[config.mk]
export PLATFORM = sky130hd
export DESIGN_NAME = bht_port_sched
export DESIGN_NICKNAME = d
export VERILOG_FILES = /design/src/rtl/bht_sched_pkg.sv /design/src/rtl/bht_upd_fifo.sv /design/src/rtl/bht_port_sched.sv
export SDC_FILE = /design/constraint.sdc
export NUM_CORES = 1
export LEC_CHECK = 0
export BUFFER_PORTS_ARGS = -buffer_cell sky130_fd_sc_hd__buf_2
export CORE_UTILIZATION = 59
export DETAILED_ROUTE_END_ITERATION = 6
export HOLD_SLACK_MARGIN = 0.12
export PLACE_DENSITY = 0.83
export SLEW_MARGIN = 30
export SYNTH_ARGS = -nofsm -noshare
export SYNTH_HDL_FRONTEND = slang
export SYNTH_HIERARCHICAL = 1
export SYNTH_SLANG_ARGS = --single-unit
[constraint.sdc]
create_clock -name clk_i -period 4.4 [get_ports clk_i]
set_clock_uncertainty 0.1 [all_clocks]
set_input_delay 0.44 -clock clk_i [delete_from_list [all_inputs] [get_ports clk_i]]
set_output_delay 0.44 -clock clk_i [all_outputs]
set_load 0.1 [all_outputs]
[src/rtl/bht_sched_pkg.sv]
// Shared types and helpers for the BHT port scheduler: FSM states, queued update entry,
// and the saturating-counter step applied during read-modify-write.
package bht_sched_pkg;

  // Widest index/counter the shared types can carry; instances use the low bits.
  localparam int IDX_W_MAX = 16;
  localparam int CTR_W_MAX = 8;

  typedef enum logic [1:0] {
    INIT,
    RUN,
    UPD_WR
  } state_e;

  typedef struct packed {
    logic [IDX_W_MAX-1:0] index;
    logic                 taken;
  } upd_entry_t;

  function automatic logic [CTR_W_MAX-1:0] sat_update(
    input logic [CTR_W_MAX-1:0] ctr,
    input logic [CTR_W_MAX-1:0] ctr_max,
    input logic                 taken
  );
    logic [CTR_W_MAX-1:0] res;
    res = ctr;
    if (taken && (ctr != ctr_max)) begin
      res = ctr + 1'b1;
    end else if (!taken && (ctr != '0)) begin
      res = ctr - 1'b1;
    end
    return res;
  endfunction

endpackage

[src/rtl/bht_upd_fifo.sv]
// Small circular FIFO holding resolved-branch updates until the SRAM port is free.
// Push while full is accepted when a pop happens in the same cycle; clear_i empties it.
module bht_upd_fifo
  import bht_sched_pkg::*;
#(
  parameter int DEPTH = 4
) (
  input  logic       clk_i,
  input  logic       rst_i,
  input  logic       push_i,
  input  logic       pop_i,
  input  logic       clear_i,
  input  upd_entry_t din_i,
  output upd_entry_t dout_o,
  output logic       full_o,
  output logic       empty_o
);

  localparam int PTR_W = $clog2(DEPTH);
  localparam logic [PTR_W:0] FULL_CNT = (PTR_W + 1)'(DEPTH);

  upd_entry_t       mem [DEPTH];
  logic [PTR_W-1:0] wr_ptr_q, rd_ptr_q;
  logic [PTR_W:0]   cnt_q;
  logic             do_push, do_pop;

  assign full_o  = (cnt_q == FULL_CNT);
  assign empty_o = (cnt_q == '0);
  assign do_pop  = pop_i && !empty_o;
  assign do_push = push_i && (!full_o || do_pop);
  assign dout_o  = mem[rd_ptr_q];

  // NOTE: state registers use non-blocking assignments so every flop samples pre-edge values.
  always_ff @(posedge clk_i or posedge rst_i) begin
    if (rst_i) begin
      wr_ptr_q <= '0;
      rd_ptr_q <= '0;
      cnt_q    <= '0;
    end else if (clear_i) begin
      wr_ptr_q <= '0;
      rd_ptr_q <= '0;
      cnt_q    <= '0;
    end else begin
      if (do_push) wr_ptr_q <= wr_ptr_q + 1'b1;
      if (do_pop)  rd_ptr_q <= rd_ptr_q + 1'b1;
      case ({do_push, do_pop})
        2'b10:   cnt_q <= cnt_q + 1'b1;
        2'b01:   cnt_q <= cnt_q - 1'b1;
        default: cnt_q <= cnt_q;
      endcase
    end
  end

  // NOTE: storage is not reset; the pointers and count alone decide which entries are valid.
  always_ff @(posedge clk_i) begin
    if (do_push) mem[wr_ptr_q] <= din_i;
  end

endmodule

[src/rtl/bht_port_sched.sv]
// Single-port BHT SRAM scheduler: init walk, lookup/update arbitration, counter RMW.
// Optional statistics counters are built when BHT_SCHED_STATS_EN is defined.
module bht_port_sched
  import bht_sched_pkg::*;
#(
  parameter int               NR_ENTRIES = 1024,
  parameter int               CTR_W      = 2,
  parameter int               UPD_DEPTH  = 4,
  parameter logic [CTR_W-1:0] INIT_VAL   = CTR_W'(1)
) (
  input  logic                          clk_i,
  input  logic                          rst_i,
  input  logic                          flush_bht_i,
  input  logic                          lookup_valid_i,
  input  logic [$clog2(NR_ENTRIES)-1:0] lookup_index_i,
  output logic                          lookup_ready_o,
  output logic                          lookup_rvalid_o,
  output logic [CTR_W-1:0]              lookup_ctr_o,
  output logic                          lookup_taken_o,
  input  logic                          upd_valid_i,
  input  logic [$clog2(NR_ENTRIES)-1:0] upd_index_i,
  input  logic                          upd_taken_i,
  output logic                          upd_ready_o,
  output logic                          init_busy_o,
  output logic                          sram_req_o,
  output logic                          sram_we_o,
  output logic [$clog2(NR_ENTRIES)-1:0] sram_addr_o,
  output logic [CTR_W-1:0]              sram_wdata_o,
  input  logic [CTR_W-1:0]              sram_rdata_i,
  output logic [31:0]                   stat_stall_o,
  output logic [31:0]                   stat_upd_o
);

  localparam int               IDX_W    = $clog2(NR_ENTRIES);
  localparam logic [IDX_W-1:0] LAST_IDX = IDX_W'(NR_ENTRIES - 1);
  localparam logic [CTR_W-1:0] CTR_MAX  = '1;

  state_e           state_q, state_d;
  logic [IDX_W-1:0] ptr_q, ptr_d;
  logic             lookup_rv_q;
  logic             req_c, we_c, lookup_ready_c;
  logic [IDX_W-1:0] addr_c;
  logic [CTR_W-1:0] wdata_c;
  logic             fifo_push, fifo_pop, fifo_clear, fifo_full, fifo_empty;
  upd_entry_t       head;
  logic [IDX_W-1:0] head_idx;
  logic             unused_idx_hi;

  assign head_idx      = head.index[IDX_W-1:0];
  assign unused_idx_hi = ^head.index;

  // The entry being read/written stays at the FIFO head until UPD_WR pops it.
  bht_upd_fifo #(.DEPTH(UPD_DEPTH)) u_fifo (
    .clk_i   (clk_i),
    .rst_i   (rst_i),
    .push_i  (fifo_push),
    .pop_i   (fifo_pop),
    .clear_i (fifo_clear),
    .din_i   ('{index: IDX_W_MAX'(upd_index_i), taken: upd_taken_i}),
    .dout_o  (head),
    .full_o  (fifo_full),
    .empty_o (fifo_empty)
  );

  always_ff @(posedge clk_i or posedge rst_i) begin
    if (rst_i) begin
      state_q     <= INIT;
      ptr_q       <= '0;
      lookup_rv_q <= 1'b0;
    end else begin
      state_q     <= state_d;
      ptr_q       <= ptr_d;
      lookup_rv_q <= lookup_ready_c;
    end
  end

  // NOTE: every signal driven here gets a default first so no path leaves it unassigned (no latches).
  always_comb begin
    state_d        = state_q;
    ptr_d          = ptr_q;
    req_c          = 1'b0;
    we_c           = 1'b0;
    addr_c         = '0;
    wdata_c        = '0;
    lookup_ready_c = 1'b0;
    fifo_pop       = 1'b0;
    fifo_clear     = 1'b0;
    case (state_q)
      INIT: begin
        req_c   = 1'b1;
        we_c    = 1'b1;
        addr_c  = ptr_q;
        wdata_c = INIT_VAL;
        if (flush_bht_i) begin
          ptr_d = '0;
        end else if (ptr_q == LAST_IDX) begin
          ptr_d   = '0;
          state_d = RUN;
        end else begin
          ptr_d = ptr_q + 1'b1;
        end
      end
      RUN: begin
        if (flush_bht_i) begin
          fifo_clear = 1'b1;
          ptr_d      = '0;
          state_d    = INIT;
        end else if (fifo_full) begin
          req_c   = 1'b1;
          addr_c  = head_idx;
          state_d = UPD_WR;
        end else if (lookup_valid_i) begin
          req_c          = 1'b1;
          addr_c         = lookup_index_i;
          lookup_ready_c = 1'b1;
        end else if (!fifo_empty) begin
          req_c   = 1'b1;
          addr_c  = head_idx;
          state_d = UPD_WR;
        end
      end
      UPD_WR: begin
        req_c    = 1'b1;
        we_c     = 1'b1;
        addr_c   = head_idx;
        wdata_c  = CTR_W'(sat_update(CTR_W_MAX'(sram_rdata_i), CTR_W_MAX'(CTR_MAX), head.taken));
        fifo_pop = 1'b1;
        if (flush_bht_i) begin
          fifo_clear = 1'b1;
          ptr_d      = '0;
          state_d    = INIT;
        end else begin
          state_d = RUN;
        end
      end
      default: state_d = INIT;
    endcase
  end

  // A flushing cycle refuses new updates since the FIFO is being discarded anyway.
  assign upd_ready_o = (state_q != INIT) && !flush_bht_i && (!fifo_full || (state_q == UPD_WR));
  assign fifo_push   = upd_valid_i && upd_ready_o;

  assign init_busy_o     = (state_q == INIT);
  assign lookup_ready_o  = lookup_ready_c;
  assign lookup_rvalid_o = lookup_rv_q;
  assign lookup_ctr_o    = lookup_rv_q ? sram_rdata_i : '0;
  assign lookup_taken_o  = lookup_ctr_o[CTR_W-1];

  // SRAM command is combinational; hold it quiet while reset is asserted.
  assign sram_req_o   = req_c && !rst_i;
  assign sram_we_o    = we_c && !rst_i;
  assign sram_addr_o  = rst_i ? '0 : addr_c;
  assign sram_wdata_o = rst_i ? '0 : wdata_c;

`ifdef BHT_SCHED_STATS_EN
  logic [31:0] stall_q, upd_q;

  always_ff @(posedge clk_i or posedge rst_i) begin
    if (rst_i) begin
      stall_q <= '0;
      upd_q   <= '0;
    end else begin
      if (lookup_valid_i && !lookup_ready_c) stall_q <= stall_q + 32'd1;
      if (state_q == UPD_WR)                 upd_q   <= upd_q + 32'd1;
    end
  end

  assign stat_stall_o = stall_q;
  assign stat_upd_o   = upd_q;
`else
  assign stat_stall_o = '0;
  assign stat_upd_o   = '0;
`endif

endmodule

==> metrics.txt <==
outcome finished, violations left; failing checks DRC; # rows 28; Slew @ Worst Pin slightly below 800 ps; Rel. slew slack a little under half; Max Fanout on Critical Path 13; Power, Total ~1400 µW; Hold Fails Final Rpt 0; Die Height about 82 µm; diode count 0; Post-Syn Area 3780 µm²; switch share between 30% and 40%; root buf cell clkbuf_8; Remaining Overflow, GRT 0; CTS Buffer Depth 2; hold-critical path depth 1; clock transition at the registers of the reported paths 80 ps; First-pass DRT Iterations 7; worst skew pair latency 340 ps; Crit path required time between 4000 and 5000 ps; layout cell share with drive strength beyond 1 about 25%; IO Pins 113; GRT Util Overall a little under a quarter; largest net degree at the start of global routing 21; port bufs 48; TritonCTS Sinks between 60 and 70; Max Cap Violations 0; DR iter-0 viols about 280; Final setup viols 0; Clock Power Share 32.1%; r2r worst-path depth 10; Worst Hold Class primary input to flip-flop; CTS tree done; Synth Area per Inst around 12 µm²; vias post-DR about 2,500; RSZ-0062 raised after global routing no; Worst EP arrival between 3000 and 4000 ps; Die X around 80 µm; final wirelength 7040 µm; Comb power frac a little over a fifth; placed insts approximately 430; Final GP Congestion between 0.8 and 0.9; starting density of the core between 60% and 70%; Lkg Pwr 0.00168 µW; Seq pwr share 46.1%; period utilization 78.2%; initial antenna violation count 0; core area just over 6000 µm²; nets slightly above 400; H-Tree Depth 3; fin crit period about 3400 ps; drt via density about 5.5; Startpoint Class flip-flop; Final Util 65.5%; Power Internal about 880 µW; vias in the first global route about 2,300; Area Growth Syn to Fin 5.06%; Fmax slightly below 300 MHz; NetSw about 530 µW; postcts setup bufs 0; Slew Limit Fails 0; area taken by multi-input logic gates 1560 µm²; setup TNS 0 ps; Detailed Place HPWL 5090 µm; fill cell count roughly 450; post-DR wirelength/cell around 16 µm; Synth Warn # 6; clock buffer count from CTS 9; Reg area between 1500 and 2000 µm²; Area after DPL roughly 3800 µm²; final instance area 3970 µm²; first-pass GRT wire length between 10,000 and 15,000 µm; Final Non-Filler Cells about 440; # DRC 2; Mapped Cells 322; post-route ant nets 0; Crit Path Class flip-flop to flip-flop; Setup crit end kind flip-flop; VDD IR max ~0.27 mV; PD cells around 360 nW/µm²; die area 6730 µm²
worst paths after layout:
path | start | endpoint | slack (ps)
hold / removal | upd_index_i[5] | u_fifo/mem[0][6]$_DFFE_PP_ | 210
min in group asynchronous | rst_i | u_fifo/cnt_q[2]$_DFFE_PP0P_ | 520
max in group asynchronous | rst_i | ptr_q[0]$_DFFE_PP0P_ | 3240
hold reg to reg | ptr_q[1]$_DFFE_PP0P_ | ptr_q[1]$_DFFE_PP0P_ | 460
setup / recovery | state_q[0]$_DFFE_PP0P_ | u_fifo/cnt_q[2]$_DFFE_PP0P_ | 960
setup reg to reg | state_q[0]$_DFFE_PP0P_ | u_fifo/cnt_q[2]$_DFFE_PP0P_ | 960
routing by layer:
layer  GRT usage (%)  wire [µm]
met3            6.33        423
met2            37.9       3680
met5               0          0
met4            8.25        125
met1            29.2       2820
critical path, stage by stage (launching register included):
cell	delay (ps)
dfrtp_1	420
inv_1	110
ha_1	500
inv_1	240
a211oi_4	270
and2_1	340
nand2b_4	200
nor2_1	70
fa_1	410
or4_1	530
a31oi_1	180
area by class of cell:
type	instances	area share [%]
repair buffers	51	6.68
inverters	15	1.42
well taps	75	2.36
flip-flops and latches	64	45.9
clock buffers	9	3.12
multi-input cells	223	39.2
clock inverters	7	1.39
flip-flops by register name (all words and copies together), names as in the netlist:
name,flops
lookup_rvalid_o,1
u_fifo/wr_ptr_q,2
ptr_q,10
u_fifo/mem,44
u_fifo/rd_ptr_q,2
state_q,2
u_fifo/cnt_q,3
layout by cell type (no fill, tap or decap), types with 5 or more instances in the layout:
master / instances
nand3_1: 7
conb_1: 64
dfrtp_1: 20
inv_1: 15
a222oi_1: 10
a31oi_1: 5
nor2_1: 22
buf_2: 48
clkbuf_8: 9
and2_1: 6
nand2_1: 12
edfxtp_1: 44
o21ai_0: 10
ha_1: 12
mux4_2: 11
metrics by stage:
| step | setup WS, ps | hold slack (ps) |
|---|---|---|
| 6_report | 961 | 213 |
| 5_1_grt | 756 | 198 |
| 4_1_cts | 1010 | 199 |
| 3_5_place_dp | 1000 | 337 |
| 3_3_place_gp | 1250 | 342 |
| 2_1_floorplan | 423 | 143 |
power groups by stage:
stage	clock network [µW]	logic (µW)	registers (µW)
finish	453	308	651
global route	489	319	651
CTS	462	306	650
detailed placement	0	305	663
global placement	0	304	663
floorplan	0	325	663
what timing repair did:
item / in CTS / in global routing
gates resized for setup: 0 / 0
hold buffers: 1 / 0
hold endpoints to repair: 20 / 0
endpoints found under the setup margin: 0 / 0
No activity file was read; power rests on OpenSTA's default activity.
